## src/rtl/pm_mux_pkg.sv

```systemverilog
// Shared constants for the pm_mux datapath selector.
package pm_mux_pkg;

  localparam logic [1:0] SEL_D0 = 2'd0;
  localparam logic [1:0] SEL_D1 = 2'd1;
  localparam logic [1:0] SEL_D2 = 2'd2;
  localparam logic [1:0] SEL_D3 = 2'd3;

  localparam int PM_MUX_W = 4;

endpackage

```

## src/rtl/pm_mux_4to1_if.sv

```systemverilog
// Bus bundle between the datapath driver (master) and the 4:1 selector (slave).
interface pm_mux_4to1_if
  import pm_mux_pkg::*;
#(
  parameter int WIDTH = PM_MUX_W
);
  logic [WIDTH-1:0] d0;
  logic [WIDTH-1:0] d1;
  logic [WIDTH-1:0] d2;
  logic [WIDTH-1:0] d3;
  logic [1:0]       sel;
  logic             en;
  logic [WIDTH-1:0] y;
  logic [WIDTH-1:0] y_q;
  logic [3:0]       sel_oh;

  modport master (
    output d0, d1, d2, d3, sel, en,
    input  y, y_q, sel_oh
  );

  modport slave (
    input  d0, d1, d2, d3, sel, en,
    output y, y_q, sel_oh
  );
endinterface

```

## src/rtl/pm_mux_core.sv

```systemverilog
// Purely combinational WIDTH-bit 4:1 selector with one-hot select decode.
module pm_mux_core
  import pm_mux_pkg::*;
#(
  parameter int WIDTH = PM_MUX_W
) (
  input  logic [WIDTH-1:0] d0,
  input  logic [WIDTH-1:0] d1,
  input  logic [WIDTH-1:0] d2,
  input  logic [WIDTH-1:0] d3,
  input  logic [1:0]       sel,
  output logic [WIDTH-1:0] y,
  output logic [3:0]       sel_oh
);

  // Select data and decode sel; default arm mirrors SEL_D0 so no latch is inferred.
  always_comb begin
    y      = d0;
    sel_oh = 4'b0001;
    case (sel)
      SEL_D0: begin y = d0; sel_oh = 4'b0001; end
      SEL_D1: begin y = d1; sel_oh = 4'b0010; end
      SEL_D2: begin y = d2; sel_oh = 4'b0100; end
      SEL_D3: begin y = d3; sel_oh = 4'b1000; end
      default: begin y = d0; sel_oh = 4'b0001; end
    endcase
  end

endmodule

```

## src/rtl/pm_mux_4to1.sv

```systemverilog
// 4:1 data selector with a combinational output and an enabled, async-reset registered copy.
module pm_mux_4to1
  import pm_mux_pkg::*;
#(
  parameter int               WIDTH   = PM_MUX_W,
  parameter logic [WIDTH-1:0] RST_VAL = '0
) (
  input  logic          clk,
  input  logic          rst,
  pm_mux_4to1_if.slave  bus
);

  logic [WIDTH-1:0] y;
  logic [WIDTH-1:0] y_d;
  logic [WIDTH-1:0] y_q;
  logic [3:0]       sel_oh;

  pm_mux_core #(
    .WIDTH (WIDTH)
  ) u_core (
    .d0     (bus.d0),
    .d1     (bus.d1),
    .d2     (bus.d2),
    .d3     (bus.d3),
    .sel    (bus.sel),
    .y      (y),
    .sel_oh (sel_oh)
  );

  // Next register value: load the selected data when enabled, otherwise hold.
  always_comb begin
    y_d = y_q;
    if (bus.en) y_d = y;
  end

  // Output register; reset takes effect immediately and wins over a coincident edge.
  always_ff @(posedge clk or posedge rst) begin
    if (rst) y_q <= RST_VAL;
    else     y_q <= y_d;
  end

  assign bus.y      = y;
  assign bus.y_q    = y_q;
  assign bus.sel_oh = sel_oh;

endmodule

```

## src/flat_wrapper.sv

```systemverilog
// flat-port wrapper written by rule: the top's interface ports become plain ports
module pm_mux_4to1_flat import pm_mux_pkg::*;
#(
  parameter int               WIDTH   = PM_MUX_W,
  parameter logic [WIDTH-1:0] RST_VAL = '0
)
  (clk, rst, bus_d0, bus_d1, bus_d2, bus_d3, bus_sel, bus_en, bus_y, bus_y_q, bus_sel_oh);
  pm_mux_4to1_if #(.WIDTH(WIDTH)) bus_i ();
  input  logic clk;
  input  logic rst;
  input wire logic [$bits(bus_i.d0)-1:0] bus_d0;
  input wire logic [$bits(bus_i.d1)-1:0] bus_d1;
  input wire logic [$bits(bus_i.d2)-1:0] bus_d2;
  input wire logic [$bits(bus_i.d3)-1:0] bus_d3;
  input wire logic [$bits(bus_i.sel)-1:0] bus_sel;
  input wire logic [$bits(bus_i.en)-1:0] bus_en;
  output wire logic [$bits(bus_i.y)-1:0] bus_y;
  output wire logic [$bits(bus_i.y_q)-1:0] bus_y_q;
  output wire logic [$bits(bus_i.sel_oh)-1:0] bus_sel_oh;
  assign bus_i.d0 = bus_d0;
  assign bus_i.d1 = bus_d1;
  assign bus_i.d2 = bus_d2;
  assign bus_i.d3 = bus_d3;
  assign bus_i.sel = bus_sel;
  assign bus_i.en = bus_en;
  assign bus_y = bus_i.y;
  assign bus_y_q = bus_i.y_q;
  assign bus_sel_oh = bus_i.sel_oh;
  pm_mux_4to1 #(.WIDTH(WIDTH), .RST_VAL(RST_VAL)) u_core (.clk(clk), .rst(rst), .bus(bus_i));
endmodule
```

## config.mk

```make
export PLATFORM = sky130hd
export DESIGN_NAME = pm_mux_4to1_flat
export DESIGN_NICKNAME = d
export VERILOG_FILES = /design/src/rtl/pm_mux_pkg.sv /design/src/rtl/pm_mux_4to1_if.sv /design/src/rtl/pm_mux_core.sv /design/src/rtl/pm_mux_4to1.sv /design/src/flat_wrapper.sv
export SDC_FILE = /design/constraint.sdc
export NUM_CORES = 1
export LEC_CHECK = 0
export CAP_MARGIN = 20
export CORE_AREA = 2 2 39 41
export CTS_CLUSTER_DIAMETER = 30
export DETAILED_ROUTE_END_ITERATION = 8
export DIE_AREA = 0 0 41 43
export GPL_ROUTABILITY_DRIVEN = 0
export PLACE_DENSITY = 0.78
export RECOVER_POWER = 25
export SETUP_SLACK_MARGIN = 0.4
export SLEW_MARGIN = 20
export SYNTH_ARGS = -nofsm -noshare
export SYNTH_HDL_FRONTEND = slang
export SYNTH_SLANG_ARGS = --single-unit
```

## constraint.sdc

```tcl
create_clock -name clk -period 1.51 [get_ports clk]
set_input_delay 0.2265 -clock clk [delete_from_list [all_inputs] [get_ports clk]]
set_output_delay 0.2265 -clock clk [all_outputs]
set_load 0.02 [all_outputs]
```

Word-level counts from Yosys, hierarchy flattened
Index checks and enable logic that the tools add are counted.
- register bits: 4
- word-level logic and storage cells: 7
- bits of input ports: 21
- eq/ne operators: 3
- reductions and logical operators: 1
- muxes and demuxes: 2
- operators with widths (operator ; count):
    $pmux W4 S4 ; 2
    $eq A2 B2 Y1 const B ; 2
    $eq A2 B1 Y1 const B ; 1
    $logic_not A2 Y1 ; 1

Logic depth before layout (Yosys ltp)
Gate-level depths: netlist of run 1.
- depth in word-level cells: 2
- mapped depth: 3
- mapped depth without buffers: 2

Hierarchy
A second synthesis of run 1 with hierarchy kept.
- cells, all modules: 18
- area total of the unflattened synthesis: 276.5 um^2
- by module, submodules not included (module ; instances ; seq. area each (um^2) ; area each (um^2) ; cells each):
    pm_mux_4to1 ; 1 ; 100.1 ; 148.9 ; 9
    pm_mux_core ; 1 ; 0.0 ; 127.6 ; 9

Worst setup path after synthesis of run 1
No wires, ideal clock.
- path type: input to output
- from: input bus_sel[1]
- to: output bus_y[1]
- path slack: 0.431 ns
- buffers on the path: 1
- data required time: 1.283 ns
- stages: 3
- data arrival time: 0.853 ns
- cells stage by stage: buf_6 -> mux2i_1 -> mux2i_1
- word-level cells in the longest chain between the ends: 2
- elaborated cells on any way between the ends: 5
- those cells by class: eq/ne: 3; mux: 1; reduce/logical: 1
- RTL lines (item ; line ; RTL):
    start, declared ; flat_wrapper.sv:15 ; input wire logic [$bits(bus_i.sel)-1:0] bus_sel;
    $eq A2 B2 Y1 (tied with other cells) ; pm_mux_core.sv:20 ; case (sel)
    $pmux W4 S4 (*) ; pm_mux_core.sv:20 ;
    end, declared ; flat_wrapper.sv:17 ; output wire logic [$bits(bus_i.y)-1:0] bus_y;
Mark *: on every way between the ends. The rest lies on a longest branch, timed or not.

Final worst setup path of run 1
- from: input bus_sel[1]
- to: output bus_y[0]
Same word-level chain as after synthesis.

==> results of run 1 <==
==> layout make-up <==
| type | instances | area (sq um) |
|---|---|---|
| fillers | 129 | 455.4 |
| multi-input cells | 26 | 304.0 |
| flip-flops and latches | 4 | 100.1 |
| repair buffers | 56 | 478.0 |
| inverters | 1 | 3.754 |
| clock buffers | 3 | 22.52 |
| well taps | 16 | 20.02 |
==> worst max-delay path, delay by kind of cell <==
kind / cells / cell delay, ns
buffers and inverters: 3 / 0.41
muxes: 2 / 0.33
==> metrics by stage <==
step / power (mW) / setup slack [ns] / hold slack, ns / utilization, %
final: 0.5498 / 0.3174 / 0.3112 / 67.09
after global routing: 0.5869 / 0.2809 / 0.3222 / 67.09
after CTS: 0.5320 / 0.3445 / 0.1707 / 61.48
after detailed placement: 0.3789 / -0.5250 / 0.4185 / 54.07
after global placement: 0.3744 / -0.4777 / 0.4118 / 54.07
after floorplan: 0.2263 / 0.4307 / -0.007418 / -
==> power by group <==
part           internal, mW  switching (mW)
logic                 0.170           0.125
registers             0.121         0.00690
clock network        0.0885          0.0376
total                 0.380           0.170
==> Yosys cell counts <==
cell	count	area [sq um]
and2_1	1	6.260
nor2_1	1	3.750
nor2b_1	1	6.260
mux2i_1	12	120.1
nand2b_1	5	31.28
nand2_1	1	3.750
dfrtp_1	4	100.1
buf_6	1	11.26
and2b_1	1	7.510
inv_1	1	3.750
buf_2	1	5.000
o221ai_1	4	35.03
==> worst max path at each step <==
stage                from        to  cells after the start
6_report       bus_sel[1]  bus_y[0]                      5
3_5_place_dp   bus_sel[1]  bus_y[0]                      5
4_1_cts        bus_sel[1]  bus_y[2]                      5
3_3_place_gp   bus_sel[1]  bus_y[0]                      5
2_1_floorplan  bus_sel[1]  bus_y[1]                      3
5_1_grt        bus_sel[1]  bus_y[3]                      5
==> logic make-up (layout without fill, tap and decap cells) <==
logic type | count (synthesis) | after routing | share of synthesized area (%)
AND/OR/NAND/NOR | 10 | 10 | 17.60
buffers and inverters | 3 | 60 | 5.990
AO/OA/AOI/OAI | 4 | 4 | 10.49
flip-flops | 4 | 4 | 29.96
multiplexers | 12 | 12 | 35.96
==> layer usage <==
metal,global-route usage (%),up-vias
li1,-,236
met1,18.63,208
met2,28.44,13
met3,0.5236,0
met4,8.000,0
met5,0,-
==> timing repair <==
action / CTS / global route
pin swaps: 1 / 0
buffers inserted: 11 / 1
endpoints found under the hold margin: 0 / 0
setup endpoints to repair: 16 / 9
gates cloned: 0 / 0
resized for setup: 83 / 19
==> out/qor.yml, run 1 <==
layout_commonest_cell: "buf_4"
period_share_pct: 78.98
synth_nets: 54
drt-wirelength-per-cell_microns: 12.25
die_x_microns: 41
rsz0062_at_grt: "true"
largest_register_ffs: 4
layout_min_cycle_time_ns: 1.193
worst_pin_slew_ns: 0.2485
final_cell_mix: "24 x buf_4, 16 x dlygate4sd2_1, 6 x mux2i_4, 5 x nand2b_1, 5 x buf_6"
crit_arrival_ns: 0.97
gr-usage-all-layers_pct: 16.25
top_register: "u_core.bus.y_q"
r2r_cells: 2
drt-initial-drc-count: 1
path_max_fanout: 7
diodes: 0
dr.pass1.iters: 2
route.detailed.drc: 0
vdd_drop_max_mv: 0.4107
drive_gt1_share_pct: 54.44
cts_buffers: 3
largestRegisters: "u_core.bus.y_q (4)"
num_vias: 457
slowest_stage: "mux2i_4"
clk_pin_slew_ns: 0.03
placementRows: 14
yosys_warnings: 0
dpl.cell_count: 91
crit_type: "in -> out"
ys_seq_area_share_pct: 29.96
hpwlAfterDp_microns: 947.6
cp_slowest_stage_delay_ns: 0.18
tritoncts: "built"
place_area_sq_um: 748.2
finalSetupTns_ns: 0
dieArea_sq_um: 1763
start_util_pct: 24.14
leakagePower_nw: 0.4487
final-hold-violation-count: 0
crit_chain: "buf_8 -> buf_12 -> mux2i_4 -> mux2i_1 -> buf_4"
final_cell_count_no_fill: 106
fmax_ghz: 0.8385
area_growth_pct: 177.9
end_kind: "primary output"
drt_wl_total_microns: 1299
synth_area_sq_um: 334.1
core_sq_um: 1384
fin_nets: 113
htreeDepth: 1
syn_area_per_cell_sq_um: 10.12
syn_inst: 33
synth_cell_types: 12
setup_viol: 0
cts-hold-fix-buffers: 0
port_buffers: 32
clkLatencyLatePin_ns: 0.23
io_pins: 33
r2r_end: "u_core.bus.y_q[0]$_DFFE_PP0P_"
gr-total-overflow: 0
die_h_microns: 43
grt_pass1_wl_microns: 1911
status: "finished, final reports clean"
start_kind: "input pin"
cts.sinks: 4
antenna_found_initial: 0
fin_skew_ns: 0
wl_met2_microns: 752
grt_max_degree: 9
ff2ff_setup_slack_ns: 0.81
synth-seq-cells: 4
cap_violations: 0
wl_met1_microns: 485
hp-class: "in -> async"
maxUsedRoutingLayer: "met3"
wl_met3_microns: 61
ant_nets: 0
critPathRequiredTime_ns: 1.28
clockBufferDepth: 2
grt_pass1_vias: 462
postLayoutCellArea_sq_um: 928.4
rr_startpoint: "u_core.bus.y_q[0]$_DFFE_PP0P_"
slew_headroom_pct: 83.50
power_density_nw_per_um2: 592.2
avgViaCountPerCell: 4.311
finalMaxSlewViolations: 0
root_buffer: "clkbuf_4"
Note: power is estimated with default switching activity, not from simulation.
==> run 2: changes to the inputs <==
clock period = 1.22 ns   (was 1.51 ns; I/O delays follow)
==> run 2 against run 1 <==
Sequential power grew 27%. First-iteration DRC count stayed put. Cell count rose by 0.94%. Register-to-register slack got worse by 0.50 ns. Sequential share of layout area fell by 1.9 points. Hold slack got worse by 0.044 ns. Clock skew stayed put. Wire length is 32% higher. Via count grew 11%. Flip-flop and latch count did not move. Clock-buffer cell count did not move. Non-clock buffer count increased by 1.
==> out/qor.yml, run 2 (synthesis results as in run 1) <==
finalMaxSlewViolations: 0
final_cell_mix: "17 x buf_4, 16 x buf_6, 13 x dlygate4sd2_1, 10 x mux2i_4"
largestRegisters: "u_core.bus.y_q (4)"
crit_chain: "buf_12 -> buf_12 -> mux2i_4 -> mux2i_4 -> buf_6"
route.detailed.drc: 0
crit_arrival_ns: 0.96
critPathRequiredTime_ns: 1.04
status: "finished, final reports clean"
setup_viol: 0
postLayoutCellArea_sq_um: 1130
diodes: 0
place_area_sq_um: 878.3
grt_pass1_vias: 484
num_vias: 508
pre_cts_ws_ns: -0.8577
cts.sinks: 4
path_max_fanout: 5
htreeDepth: 1
port_buffers: 32
tritoncts: "built"
clockBufferDepth: 2
layout_commonest_cell: "buf_4"
start_util_pct: 24.14
end_kind: "primary output"
cp_slowest_stage_delay_ns: 0.29
vdd_drop_max_mv: 0.5476
area_growth_pct: 238.2
die_x_microns: 41
gr-usage-all-layers_pct: 19.84
die_h_microns: 43
worst_pin_slew_ns: 0.3344
placementRows: 14
avgViaCountPerCell: 4.748
gr-total-overflow: 0
final.setup.worst_slack_ns: 0.08115
start_kind: "input pin"
power_density_nw_per_um2: 728.9
drive_gt1_share_pct: 65.93
grt_max_degree: 7
cts_buffers: 3
cap_violations: 0
clkLatencyLatePin_ns: 0.23
fin_worst_hold_slack_ns: 0.2671
drt-wirelength-per-cell_microns: 16.07
crit_type: "in -> out"
slew_headroom_pct: 77.27
drt-initial-drc-count: 1
power.total_uw: 823.5
io_pins: 33
core_sq_um: 1384
final-hold-violation-count: 0
largest_register_ffs: 4
grt_pass1_wl_microns: 2263
top_register: "u_core.bus.y_q"
period_share_pct: 93.35
ant_nets: 0
dr.pass1.iters: 4
antenna_found_initial: 0
slowest_stage: "mux2i_4"
leakagePower_nw: 0.5039
hpwlAfterDp_microns: 996.3
fin_nets: 114
finalSetupTns_ns: 0
dieArea_sq_um: 1763
hp-class: "in -> async"
fmax_ghz: 0.8781
fin_util_pct: 81.65
clk_pin_slew_ns: 0.04
root_buffer: "clkbuf_4"
layout_min_cycle_time_ns: 1.139
dpl.cell_count: 88
drt_wl_total_microns: 1720
fin_skew_ns: 0
cts-hold-fix-buffers: 0
rsz0062_at_grt: "true"
final_cell_count_no_fill: 107
## run 2: path summary, 6_finish.rpt
path / startpoint / end / slack (ns) / depth (start not counted)
setup / recovery: bus_sel[1] / bus_y[1] / 0.08 / 5
hold / removal: rst / u_core.bus.y_q[0]$_DFFE_PP0P_ / 0.27 / 2
setup reg to reg: u_core.bus.y_q[1]$_DFFE_PP0P_ / u_core.bus.y_q[1]$_DFFE_PP0P_ / 0.31 / 4
hold reg to reg: u_core.bus.y_q[2]$_DFFE_PP0P_ / u_core.bus.y_q[2]$_DFFE_PP0P_ / 0.62 / 3
max in group asynchronous: rst / u_core.bus.y_q[3]$_DFFE_PP0P_ / 0.80 / 2
min in group clk: bus_sel[1] / u_core.bus.y_q[2]$_DFFE_PP0P_ / 0.47 / 4
## run 2: area by class of cell
cell class                 instances  area (sq um)
clock buffer                       3         22.52
fill                              69         254.0
inverter                           1         3.754
multi-input combinational         26         392.9
sequential                         4         100.1
tap                               16         20.02
timing repair buffer              57         590.6
## run 2: power by group
group	total (mW)	internal (mW)	switching, mW
Combinational	0.499	0.299	0.200
Sequential	0.162	0.150	0.0121
Clock	0.162	0.110	0.0521
## run 2: metal layers
metal | routed length, microns | track usage, % | vias to the layer above
li1 | - | - | 242
met1 | 688 | 23.10 | 235
met2 | 837 | 30.00 | 29
met3 | 172 | 5.759 | 2
met4 | 21 | 12.67 | 0
met5 | 0 | 0 | -
## run 2: critical path: cells and delay by family
family                 cells  cell delay, ns
muxes                      2            0.40
buffers and inverters      3            0.38
## run 2: repair_timing
action,in CTS,in global routing
gates cloned,2,0
setup buffers,8,6
endpoints found under the setup margin,16,16
resized for setup,116,8
pin swaps,1,1
